**config.mk**
```make
export PLATFORM = sky130hd
export DESIGN_NAME = spi_controller
export DESIGN_NICKNAME = d
export VERILOG_FILES = /design/src/rtl/spi_controller.sv
export SDC_FILE = /design/constraint.sdc
export NUM_CORES = 1
export LEC_CHECK = 0
export CORE_ASPECT_RATIO = 0.7
export CORE_MARGIN = 4
export CORE_UTILIZATION = 47
export DETAILED_ROUTE_END_ITERATION = 8
export PLACE_DENSITY = 0.82
export SLEW_MARGIN = 20
export SYNTH_ARGS = -nofsm -noshare
export SYNTH_HDL_FRONTEND = slang
export SYNTH_SLANG_ARGS = --single-unit
```
**constraint.sdc**
```tcl
create_clock -name clk -period 1.3 [get_ports clk]
set_input_delay 0.195 -clock clk [delete_from_list [all_inputs] [get_ports clk]]
set_output_delay 0.195 -clock clk [all_outputs]
set_load 0.02 [all_outputs]
```
**src/rtl/spi_controller.sv**
```systemverilog
// rtl/spi_controller.sv - write-only mode-0 SPI initiator sending {1, addr, data} frames
module spi_controller #(
    parameter int HALF_PERIOD = 4,
    parameter int TRAIL_CLKS  = 1,
    parameter int CS_GAP      = 4
) (
    input  logic       clk,
    input  logic       rst,
    input  logic       start,
    input  logic [6:0] addr,
    input  logic [7:0] data,
    output logic       busy,
    output logic       done,
    output logic       SCLK,
    output logic       nCS,
    output logic       COPI
);

    localparam int MAX_LEN = (HALF_PERIOD > CS_GAP) ? HALF_PERIOD : CS_GAP;
    localparam int DIV_W   = (MAX_LEN > 1) ? $clog2(MAX_LEN) : 1;
    localparam logic [DIV_W-1:0] HP_LAST  = DIV_W'(HALF_PERIOD - 1);
    localparam logic [DIV_W-1:0] GAP_LAST = DIV_W'(CS_GAP - 1);
    localparam logic [4:0]       PULSES   = 5'(16 + TRAIL_CLKS);

    typedef enum logic [2:0] {
        S_IDLE,
        S_LEAD,
        S_SCK_HI,
        S_SCK_LO,
        S_GAP
    } state_t;

    state_t           state_q, state_d;
    logic [DIV_W-1:0] div_q, div_d;
    logic [4:0]       cnt_q, cnt_d;
    logic [15:0]      shift_q, shift_d;
    logic             sclk_q, sclk_d;
    logic             ncs_q, ncs_d;
    logic             copi_q, copi_d;
    logic             busy_q, busy_d;
    logic             done_q, done_d;

    always_comb begin
        state_d = state_q;
        div_d   = div_q + DIV_W'(1);
        cnt_d   = cnt_q;
        shift_d = shift_q;
        done_d  = 1'b0;

        case (state_q)
            S_IDLE: begin
                div_d = '0;
                if (start) begin
                    state_d = S_LEAD;
                    shift_d = {1'b1, addr, data};
                    cnt_d   = '0;
                end
            end
            S_LEAD: begin
                if (div_q == HP_LAST) state_d = S_SCK_HI;
            end
            S_SCK_HI: begin
                // Shift on the falling SCLK edge; zeros fill in behind so trailing pulses carry COPI=0.
                if (div_q == HP_LAST) begin
                    state_d = S_SCK_LO;
                    shift_d = {shift_q[14:0], 1'b0};
                    cnt_d   = cnt_q + 5'd1;
                end
            end
            S_SCK_LO: begin
                if (div_q == HP_LAST) state_d = (cnt_q < PULSES) ? S_SCK_HI : S_GAP;
            end
            S_GAP: begin
                if (div_q == GAP_LAST) begin
                    state_d = S_IDLE;
                    done_d  = 1'b1;
                end
            end
            default: state_d = S_IDLE;
        endcase

        if (state_d != state_q) div_d = '0;

        // Outputs are decoded from the next state so they register together with it.
        sclk_d = (state_d == S_SCK_HI);
        ncs_d  = !((state_d == S_LEAD) || (state_d == S_SCK_HI) || (state_d == S_SCK_LO));
        copi_d = ncs_d ? 1'b0 : shift_d[15];
        busy_d = (state_d != S_IDLE);
    end

    always_ff @(posedge clk or posedge rst) begin
        if (rst) begin
            state_q <= S_IDLE;
            div_q   <= '0;
            cnt_q   <= '0;
            shift_q <= '0;
            sclk_q  <= 1'b0;
            ncs_q   <= 1'b1;
            copi_q  <= 1'b0;
            busy_q  <= 1'b0;
            done_q  <= 1'b0;
        end else begin
            state_q <= state_d;
            div_q   <= div_d;
            cnt_q   <= cnt_d;
            shift_q <= shift_d;
            sclk_q  <= sclk_d;
            ncs_q   <= ncs_d;
            copi_q  <= copi_d;
            busy_q  <= busy_d;
            done_q  <= done_d;
        end
    end

    assign SCLK = sclk_q;
    assign nCS  = ncs_q;
    assign COPI = copi_q;
    assign busy = busy_q;
    assign done = done_q;

endmodule

```
==> results.toml, run 1 <==
[status]
outcome = "complete, but fails checks"
violations = "negative setup slack"

[floorplan]
die_area_um2 = 4190
core-area_um2 = 2920
dieHeight_um = 55.4
row_count = 16
start_util = 0.515
die-width_um = 75.7
io_pins = 23

[finish]
post-route-cell-area_um2 = 2360
diodes = 0
final_layout_size_suffix_gt1_frac = 0.410
area_growth_pct = 56.6
nets = 236

[timing]
finalHoldViolations = 0
finalWorstSetupSlack_ps = -169
period_needed_ps = 1470
post-route-period-util = 1.13
finalMaxSlewViolations = 0
relSlewSlack = 0.712
finalSetupViolations = 29
rsz0062_at_grt = "true"
tightest_slew_ps = 429
fmax_mhz = 681
fin_skew_ps = 10.9

[drt]
first_pass_iters = 5
dr.first_iter.drc_count = 141
wl_um = 5040
top_layer_used = "met4"
ant_nets = 0
dr_wl_met3_um = 465
route.detailed.drc = 0
wl_per_cell_um = 19.9
vias = 1523
wl_met2_um = 2350
vias_per_cell = 6.02
wl_met1_um = 2040

[synth]
yosysTopAreaCellShare = 0.498
syn_inst = 159
netlist_top_cells_area = "dfrtp_1, nand2_1, o21ai_1"
yosysMostFrequentCell = "nand2_1"
yosysSeqAreaShare = 0.516
async_flop_share = 1.00
synth-edff-count = 0
synth.distinct_cells = 36
yosysTopAreaCell = "dfrtp_1"
synth_commonest_cells = "nand2_1, dfrtp_1, o21ai_1"
syn_nets = 179
ys.flop_type = "dfrtp_1"
synthesis.area_um2 = 1510
avgSynthCellArea_um2 = 9.47
synth-seq-cells = 31
yosys_warnings = 0

[place]
gp_congestion = 0.964
post_dp_cell_area_um2 = 1870
dp_hpwl_um = 2400
place_ws_ps = -288
numPortBuffers = 22

[grt]
antenna_found_initial = 0
grt_start_max_net_pins = 24
grt_pass1_wl_um = 6660
first_global_vias = 1446
grt_use_total = 0.213
grt_remaining_overflow = 0

[power]
p_leak_nw = 1.01
power_density_nw_per_um2 = 2000
vdd.ir_drop.worst_v = 0.00142

[setup_path]
cp-start-kind = "flip-flop"
setup.worst_path.class = "reg -> reg"
path_cells = "or2_4 -> or4_4 -> a21oi_2"
critical_path_required_ps = 1510
cp_num_buf_inv = 0
worstPathArrival_ps = 1680
cp_slowest_cell = "or4_4"
crit_fanout = 7
cp_top_family = "simple AND/OR/NAND/NOR gates"
cp_slowest_stage_delay_ps = 540
endpoint_kind = "flip-flop"

[clock_tree]
insertion_delay_ps = 290
h-tree-depth = 2
cts_buffers = 5
path_clk_slew_ps = 60
tritoncts = "done"
cts_sinks = 31
cts_root_buf = "clkbuf_8"
cts_buffer_depth = 2

[flow_run]
drv_cap = 0

[hold_path]
hp-class = "in -> async"
## cell usage in the layout (no fill, tap or decap), types with 2 or more instances in the layout
cell type	netlist	layout
dlygate4sd2_1	0	4
nor2_1	4	4
inv_1	5	4
nand3_1	16	16
dfrtp_1	30	26
o21bai_1	3	2
or4_4	0	2
a21oi_1	6	2
buf_4	4	23
clkdlybuf4s50_1	0	17
o21ai_1	20	6
o31ai_1	3	3
or4_1	4	2
buf_6	1	12
clkbuf_16	0	2
a21oi_2	0	4
nor4b_4	1	3
clkbuf_8	0	5
and2_1	2	2
nand2_1	33	33
dfrtp_2	0	4
clkbuf_1	1	2
o21ai_2	0	15
## final cells by class
type | count | area [µm²]
timing repair buffer | 60 | 588
multi-input combinational | 113 | 843
fill | 149 | 564
inverter | 5 | 18.8
clock inverter | 1 | 5.00
sequential | 31 | 782
tap | 36 | 45.0
clock buffer | 7 | 76.3
## report_power, final
group | switching [mW] | internal, mW | total [mW]
Clock | 0.357 | 0.375 | 0.732
Combinational | 1.21 | 1.10 | 2.31
Sequential | 0.350 | 1.33 | 1.68
## flip-flops by register name, indices dropped and copies added, names as in the netlist
| name | count |
|---|---|
| shift_q | 16 |
| cnt_q | 5 |
| state_q | 3 |
| div_q | 2 |
| COPI | 1 |
| SCLK | 1 |
| busy | 1 |
| done | 1 |
| nCS | 1 |
## routing by layer
| metal | vias up | global-route usage |
|---|---|---|
| li1 | 672 | - |
| met1 | 742 | 0.257 |
| met2 | 88 | 0.323 |
| met3 | 21 | 0.0670 |
| met4 | 0 | 0.135 |
| met5 | - | 0 |
## tightest hold or removal path: stages
cell	delay (ps)
clkdlybuf4s50_1	400
inv_1	70
buf_4	160
## through the flow
step	utilization	std cells	hold slack, ps	power [mW]	setup TNS (ps)
finish	0.807	253	194	4.73	-3210
global route	0.807	253	219	4.96	-4820
CTS	0.722	243	199	4.06	-1310
detailed placement	0.639	227	473	2.97	-4420
global placement	0.639	227	421	2.89	-3700
floorplan	-	159	298	2.54	-138
## cell families (layout without fill, tap and decap cells)
| family | Yosys count | count (layout) | synth area share |
|---|---|---|---|
| AOI/OAI and AO/OA | 35 | 35 | 0.130 |
| DFF | 31 | 31 | 0.516 |
| buffers and inverters | 15 | 73 | 0.0606 |
| and+or+nand+nor | 75 | 75 | 0.270 |
| adders and majority gates | 2 | 2 | 0.0166 |
| muxes | 1 | 1 | 0.00664 |
## worst paths after layout
kind	depth (start not counted)	slack, ps	startpoint	endpoint
setup / recovery	3	-170	state_q[2]$_DFF_PP0_	cnt_q[4]$_DFFE_PP0P_
hold / removal	3	190	rst	COPI$_DFF_PP0_
setup reg to reg	3	-170	state_q[2]$_DFF_PP0_	cnt_q[4]$_DFFE_PP0P_
max in group asynchronous	3	770	rst	cnt_q[1]$_DFFE_PP0P_
hold reg to reg	2	500	shift_q[0]$_DFFE_PP0P_	shift_q[0]$_DFFE_PP0P_
min in group clk	3	460	data[0]	shift_q[0]$_DFFE_PP0P_
## timing repair
action / 4_1_cts / 5_1_grt
endpoints found under the setup margin: 36 / 32
gates resized for setup: 29 / 35
pin swaps: 10 / 21
hold buffers: 0 / 0
cloned: 0 / 2
setup buffers: 8 / 8
No activity file was read; power rests on OpenSTA's default activity.
==> inputs of run 2 (changes only) <==
--- a/config.mk
+++ b/config.mk
@@ -8,6 +8,7 @@
 export CORE_ASPECT_RATIO = 0.7
 export CORE_MARGIN = 4
 export CORE_UTILIZATION = 47
+export CTS_CLUSTER_DIAMETER = 100
 export DETAILED_ROUTE_END_ITERATION = 8
 export PLACE_DENSITY = 0.82
 export SLEW_MARGIN = 20
==> constraint.sdc (replaced) <==
create_clock -name clk -period 1.3 [get_ports clk]
set_input_delay 0.195 -clock clk [delete_from_list [all_inputs] [get_ports clk]]
set_output_delay 0.195 -clock clk [all_outputs]
set_load 0.01 [all_outputs]
==> results.toml, run 2 (synthesis results as in run 1) <==
[timing]
relSlewSlack = 0.724
rsz0062_at_grt = "true"
period_needed_ps = 1510
finalSetupViolations = 31
fmax_mhz = 661
post-route-period-util = 1.16
finalMaxSlewViolations = 0
finalHoldViolations = 0
finalHoldWorstSlack_ps = 190
fin_skew_ps = 9.30
tightest_slew_ps = 411
finalWorstSetupSlack_ps = -213

[clock_tree]
cts_buffer_depth = 2
tritoncts = "done"
postCtsHoldBufs = 0
cts_sinks = 31
h-tree-depth = 2
insertion_delay_ps = 290
cts_buffers = 5
cts_root_buf = "clkbuf_8"
path_clk_slew_ps = 70

[grt]
grt_remaining_overflow = 0
grt_start_max_net_pins = 24
first_global_vias = 1592
grt_use_total = 0.258
antenna_found_initial = 0
grt_pass1_wl_um = 7950

[finish]
post-route-cell-area_um2 = 2440
biggestRegsByFlops = "shift_q: 16 flops, cnt_q: 5 flops, state_q: 3 flops"
final_common_cell = "dfrtp_1"
nets = 233
fillers = 145
diodes = 0
ff_latch_area_um2 = 781
final_layout_size_suffix_gt1_frac = 0.449
multiInputGateArea_um2 = 961
final_cell_mix = "dfrtp_1, nand2_1, buf_4"
area_growth_pct = 61.9
largest_reg_flops = 16
top_register = "shift_q"

[floorplan]
io_pins = 23
die_area_um2 = 4190
dieHeight_um = 55.4
core-area_um2 = 2920
start_util = 0.515
row_count = 16
die-width_um = 75.7

[drt]
dr.first_iter.drc_count = 279
ant_nets = 0
route.detailed.drc = 0
first_pass_iters = 4
wl_um = 5870
wl_per_cell_um = 23.5
vias = 1583
vias_per_cell = 6.33

[place]
gp_congestion = 0.964
post_dp_cell_area_um2 = 1870
dp_hpwl_um = 2400
numPortBuffers = 22

[setup_path]
worstPathArrival_ps = 1680
crit_fanout = 3
setup.worst_path.class = "reg -> reg"
cp_num_buf_inv = 2
cp_slowest_stage_delay_ps = 450
endpoint_kind = "flip-flop"
cp-start-kind = "flip-flop"
path_cells = "buf_6 -> nor4_4 -> buf_4 -> or4_4 -> o21ai_2"
critical_path_required_ps = 1470
cp_slowest_cell = "dfrtp_2"
cp_top_family = "simple AND/OR/NAND/NOR gates"

[power]
power_density_nw_per_um2 = 1940
vdd.ir_drop.worst_v = 0.00113
p_leak_nw = 1.12

[status]
violations = "negative setup slack"
outcome = "complete, but fails checks"

[flow_run]
drv_cap = 0

[hold_path]
hp-class = "in -> async"
## run 2: changes by cell type in the layout (fill, tap and decap cells not counted), moves of 9 or more
cell	delta
nand3_2	+10
nand3_1	-10
o21ai_2	-12
o21ai_1	+12
nand2_1	-9
nand2_4	+9
## run 2: stage by stage
stage          worst slack (ps)  cells   util  TNS [ps]  power [mW]
2_1_floorplan             -16.5    159      -      -138        2.52
3_3_place_gp               -259    227  0.639     -3700        2.87
3_5_place_dp               -288    227  0.639     -4420        2.94
4_1_cts                    -128    246  0.766     -1790        3.98
5_1_grt                    -265    250  0.834     -5780        4.95
6_report                   -213    250  0.834     -4250        4.73
## run 2: repair_timing
action / in CTS / in global routing
resized for setup: 40 / 52
setup endpoints to repair: 36 / 31
pin swaps: 13 / 17
setup buffers: 9 / 6
gates cloned: 2 / 1
## run 2: cell type report
class / instances / share of cell area
inverters: 5 / 0.00770
well taps: 36 / 0.0185
repair buffers: 56 / 0.226
flip-flops and latches: 31 / 0.320
clock inverters: 1 / 0.00205
clock buffers: 7 / 0.0313
multi-input cells: 114 / 0.394
## run 2: path summary, 6_finish.rpt
kind,to,start,slack [ps],cells after the start
worst max-delay path,state_q[2]$_DFF_PP0_,cnt_q[0]$_DFFE_PP0P_,-210,5
worst min-delay path,state_q[0]$_DFF_PP0_,rst,190,3
worst max register to register,state_q[2]$_DFF_PP0_,cnt_q[0]$_DFFE_PP0P_,-210,5
worst min register to register,shift_q[0]$_DFFE_PP0P_,shift_q[0]$_DFFE_PP0P_,500,2
max in group asynchronous,cnt_q[1]$_DFFE_PP0P_,rst,770,3
min in group clk,shift_q[0]$_DFFE_PP0P_,data[0],460,3
## run 2: routing by layer
metal,share of wire,vias up,GRT usage
li1,-,666,-
met1,0.38,759,0.340
met2,0.46,123,0.392
met3,0.11,35,0.0688
met4,0.049,0,0.117
met5,0,-,0
## run 2: tightest hold or removal path: cells and delay by family
kind | cells | cell delay (ps)
buffers and inverters | 3 | 630
## run 2: where the power goes
| part | total (mW) | switching (mW) | internal (mW) | leakage (nW) |
|---|---|---|---|---|
| registers | 1.65 | 0.324 | 1.33 | 0.379 |
| logic | 2.34 | 1.22 | 1.12 | 0.702 |
| clock network | 0.739 | 0.363 | 0.375 | 0.0422 |
| total | 4.73 | 1.91 | 2.82 | 1.12 |
==> inputs of run 3 (changes only) <==
--- a/config.mk
+++ b/config.mk
@@ -5,12 +5,13 @@
 export SDC_FILE = /design/constraint.sdc
 export NUM_CORES = 1
 export LEC_CHECK = 0
-export CORE_ASPECT_RATIO = 0.7
-export CORE_MARGIN = 4
-export CORE_UTILIZATION = 47
+export ABC_AREA = 1
+export CORE_ASPECT_RATIO = 1.75
+export CORE_MARGIN = 8
+export CORE_UTILIZATION = 48
 export CTS_CLUSTER_DIAMETER = 100
 export DETAILED_ROUTE_END_ITERATION = 8
-export PLACE_DENSITY = 0.82
+export PLACE_DENSITY = 0.83
 export SLEW_MARGIN = 20
 export SYNTH_ARGS = -nofsm -noshare
 export SYNTH_HDL_FRONTEND = slang
==> results.toml, run 3 <==
[status]
outcome = "finished, final reports clean"

[synth]
ys.flop_type = "dfrtp_1"
yosysTopAreaCell = "dfrtp_1"
netlist_top_cells_area = "dfrtp_1, nand2_1, nand3_2"
syn_inst = 183
async_flop_share = 1.00
yosysMostFrequentCell = "nand2_1"
syn_nets = 203
yosysTopAreaCellShare = 0.469
synth_commonest_cells = "nand2_1, dfrtp_1, nand3_1"
synth.distinct_cells = 27
synth-seq-cells = 31
yosysSeqAreaShare = 0.486
avgSynthCellArea_um2 = 8.74
synth-edff-count = 0
synthesis.area_um2 = 1600
yosys_warnings = 0

[floorplan]
die-width_um = 59.6
start_util = 0.486
core-area_um2 = 3290
dieHeight_um = 92.4
io_pins = 23
row_count = 28
die_area_um2 = 5510

[setup_path]
setup.worst_path.class = "reg -> reg"
endpoint_kind = "flip-flop"
cp-start-kind = "flip-flop"
r2r_start = "state_q[0]$_DFF_PP0_"
startpoint = "state_q[0]$_DFF_PP0_"
worstPathArrival_ps = 1510
crit_fanout = 7
critical_path_required_ps = 1530

[grt]
antenna_found_initial = 0
first_global_vias = 1368
grt_remaining_overflow = 0
grt_pass1_wl_um = 5790
grt_start_max_net_pins = 32
grt_use_total = 0.138

[clock_tree]
path_clk_slew_ps = 60
postCtsHoldBufs = 0
cts_root_buf = "clkbuf_8"
cts_sinks = 31
insertion_delay_ps = 290
h-tree-depth = 2
cts_buffer_depth = 2
cts_buffers = 5
tritoncts = "done"

[finish]
area_growth_pct = 35.2
biggestRegsByFlops = "shift_q: 16 flops, cnt_q: 5 flops, state_q: 3 flops"
nets = 246
fillers = 282
final_cell_mix = "nand2_1, dfrtp_1, clkdlybuf4s50_1"
diodes = 0
top_register = "shift_q"
final_layout_size_suffix_gt1_frac = 0.291
final_common_cell = "nand2_1"
largest_reg_flops = 16
final_cells = 272
post-route-cell-area_um2 = 2160

[power]
power_density_nw_per_um2 = 1930
total_power_mw = 4.17
p_leak_nw = 1.10
vdd.ir_drop.worst_v = 0.00112

[timing]
relSlewSlack = 0.824
finalSetupViolations = 0
fin_skew_ps = 3.69
tightest_slew_ps = 263
rsz0062_at_grt = "true"
post-route-period-util = 0.986
period_needed_ps = 1280
finalHoldViolations = 0
fmax_mhz = 781
finalMaxSlewViolations = 0
finalWorstSetupSlack_ps = 18.8

[drt]
route.detailed.drc = 0
wl_um = 3600
dr.first_iter.drc_count = 25
vias = 1360
vias_per_cell = 5.00
ant_nets = 0
first_pass_iters = 4
wl_per_cell_um = 13.3

[place]
dp_cells = 258
numPortBuffers = 22
gp_congestion = 0.838
place_ws_ps = -120
dp_hpwl_um = 2450
post_dp_cell_area_um2 = 1960

[hold_path]
hp-class = "in -> async"

[flow_run]
drv_cap = 0
==> run 3: cell count changes after synthesis, sizes merged, moves of 4 or more <==
cell / change
buf: -4
o21ai: -13
a21oi: -5
nand2: +43
nor2: +4
inv: +12
nand3: +10
or4: -4
==> run 3: through the flow <==
stage / hold WS [ps] / setup TNS, ps / utilization
finish: 241 / 0 / 0.657
global route: 263 / -673 / 0.657
CTS: 258 / 0 / 0.627
detailed placement: 465 / -1560 / 0.594
global placement: 460 / -1230 / 0.594
floorplan: 298 / 0 / -
==> run 3: logic make-up (layout without fill, tap and decap cells) <==
kind of cell | Yosys count | count (layout) | share of synthesized area
fa+ha+maj | 2 | 2 | 0.0156
buf+inv | 22 | 65 | 0.0736
flops | 31 | 31 | 0.486
xor+xnor | 1 | 1 | 0.00548
compound gates | 10 | 10 | 0.0352
simple gates | 117 | 118 | 0.384
==> run 3: routing by layer <==
layer	global-route usage	routed length, µm	vias up
li1	-	-	665
met1	0.130	1270	646
met2	0.237	1960	36
met3	0.0528	244	13
met4	0.0862	126	0
met5	0	0	-
==> run 3: worst paths after layout <==
| check | to | slack [ps] | depth (start not counted) |
|---|---|---|---|
| setup / recovery | shift_q[3]$_DFFE_PP0P_ | 20 | 6 |
| hold / removal | cnt_q[3]$_DFFE_PP0P_ | 240 | 3 |
| setup reg to reg | shift_q[3]$_DFFE_PP0P_ | 20 | 6 |
| hold reg to reg | shift_q[0]$_DFFE_PP0P_ | 480 | 2 |
| max in group asynchronous | nCS$_DFF_PP1_ | 820 | 3 |
| min in group clk | shift_q[0]$_DFFE_PP0P_ | 470 | 3 |
==> run 3: where the power goes <==
| part | switching, mW | total [mW] | internal (mW) | leakage [nW] |
|---|---|---|---|---|
| clock | 0.348 | 0.830 | 0.482 | 0.0515 |
| combinational | 0.934 | 1.76 | 0.828 | 0.658 |
| sequential | 0.233 | 1.57 | 1.34 | 0.394 |
| total | 1.51 | 4.17 | 2.65 | 1.10 |
==> run 3: critical path, stage by stage (launching register included) <==
cell and delay [ps]:
dfrtp_2 450, nor2_4 180, buf_6 140, nand2_8 70, nor2_4 230, nand2_2 90, nand3_2 60
==> run 3: final cells by class <==
class	count	area, µm²	share of cell area
inverter	17	63.8	0.0295
multi-input combinational	131	759	0.351
timing repair buffer	40	402	0.186
clock buffer	8	100	0.0463
sequential	31	781	0.361
tap	45	56.3	0.0260
==> run 3: what timing repair did <==
action,4_1_cts,5_1_grt
pin swaps,1,19
buffers inserted,0,5
resized for setup,9,16
gates cloned,0,1
setup endpoints to repair,12,23
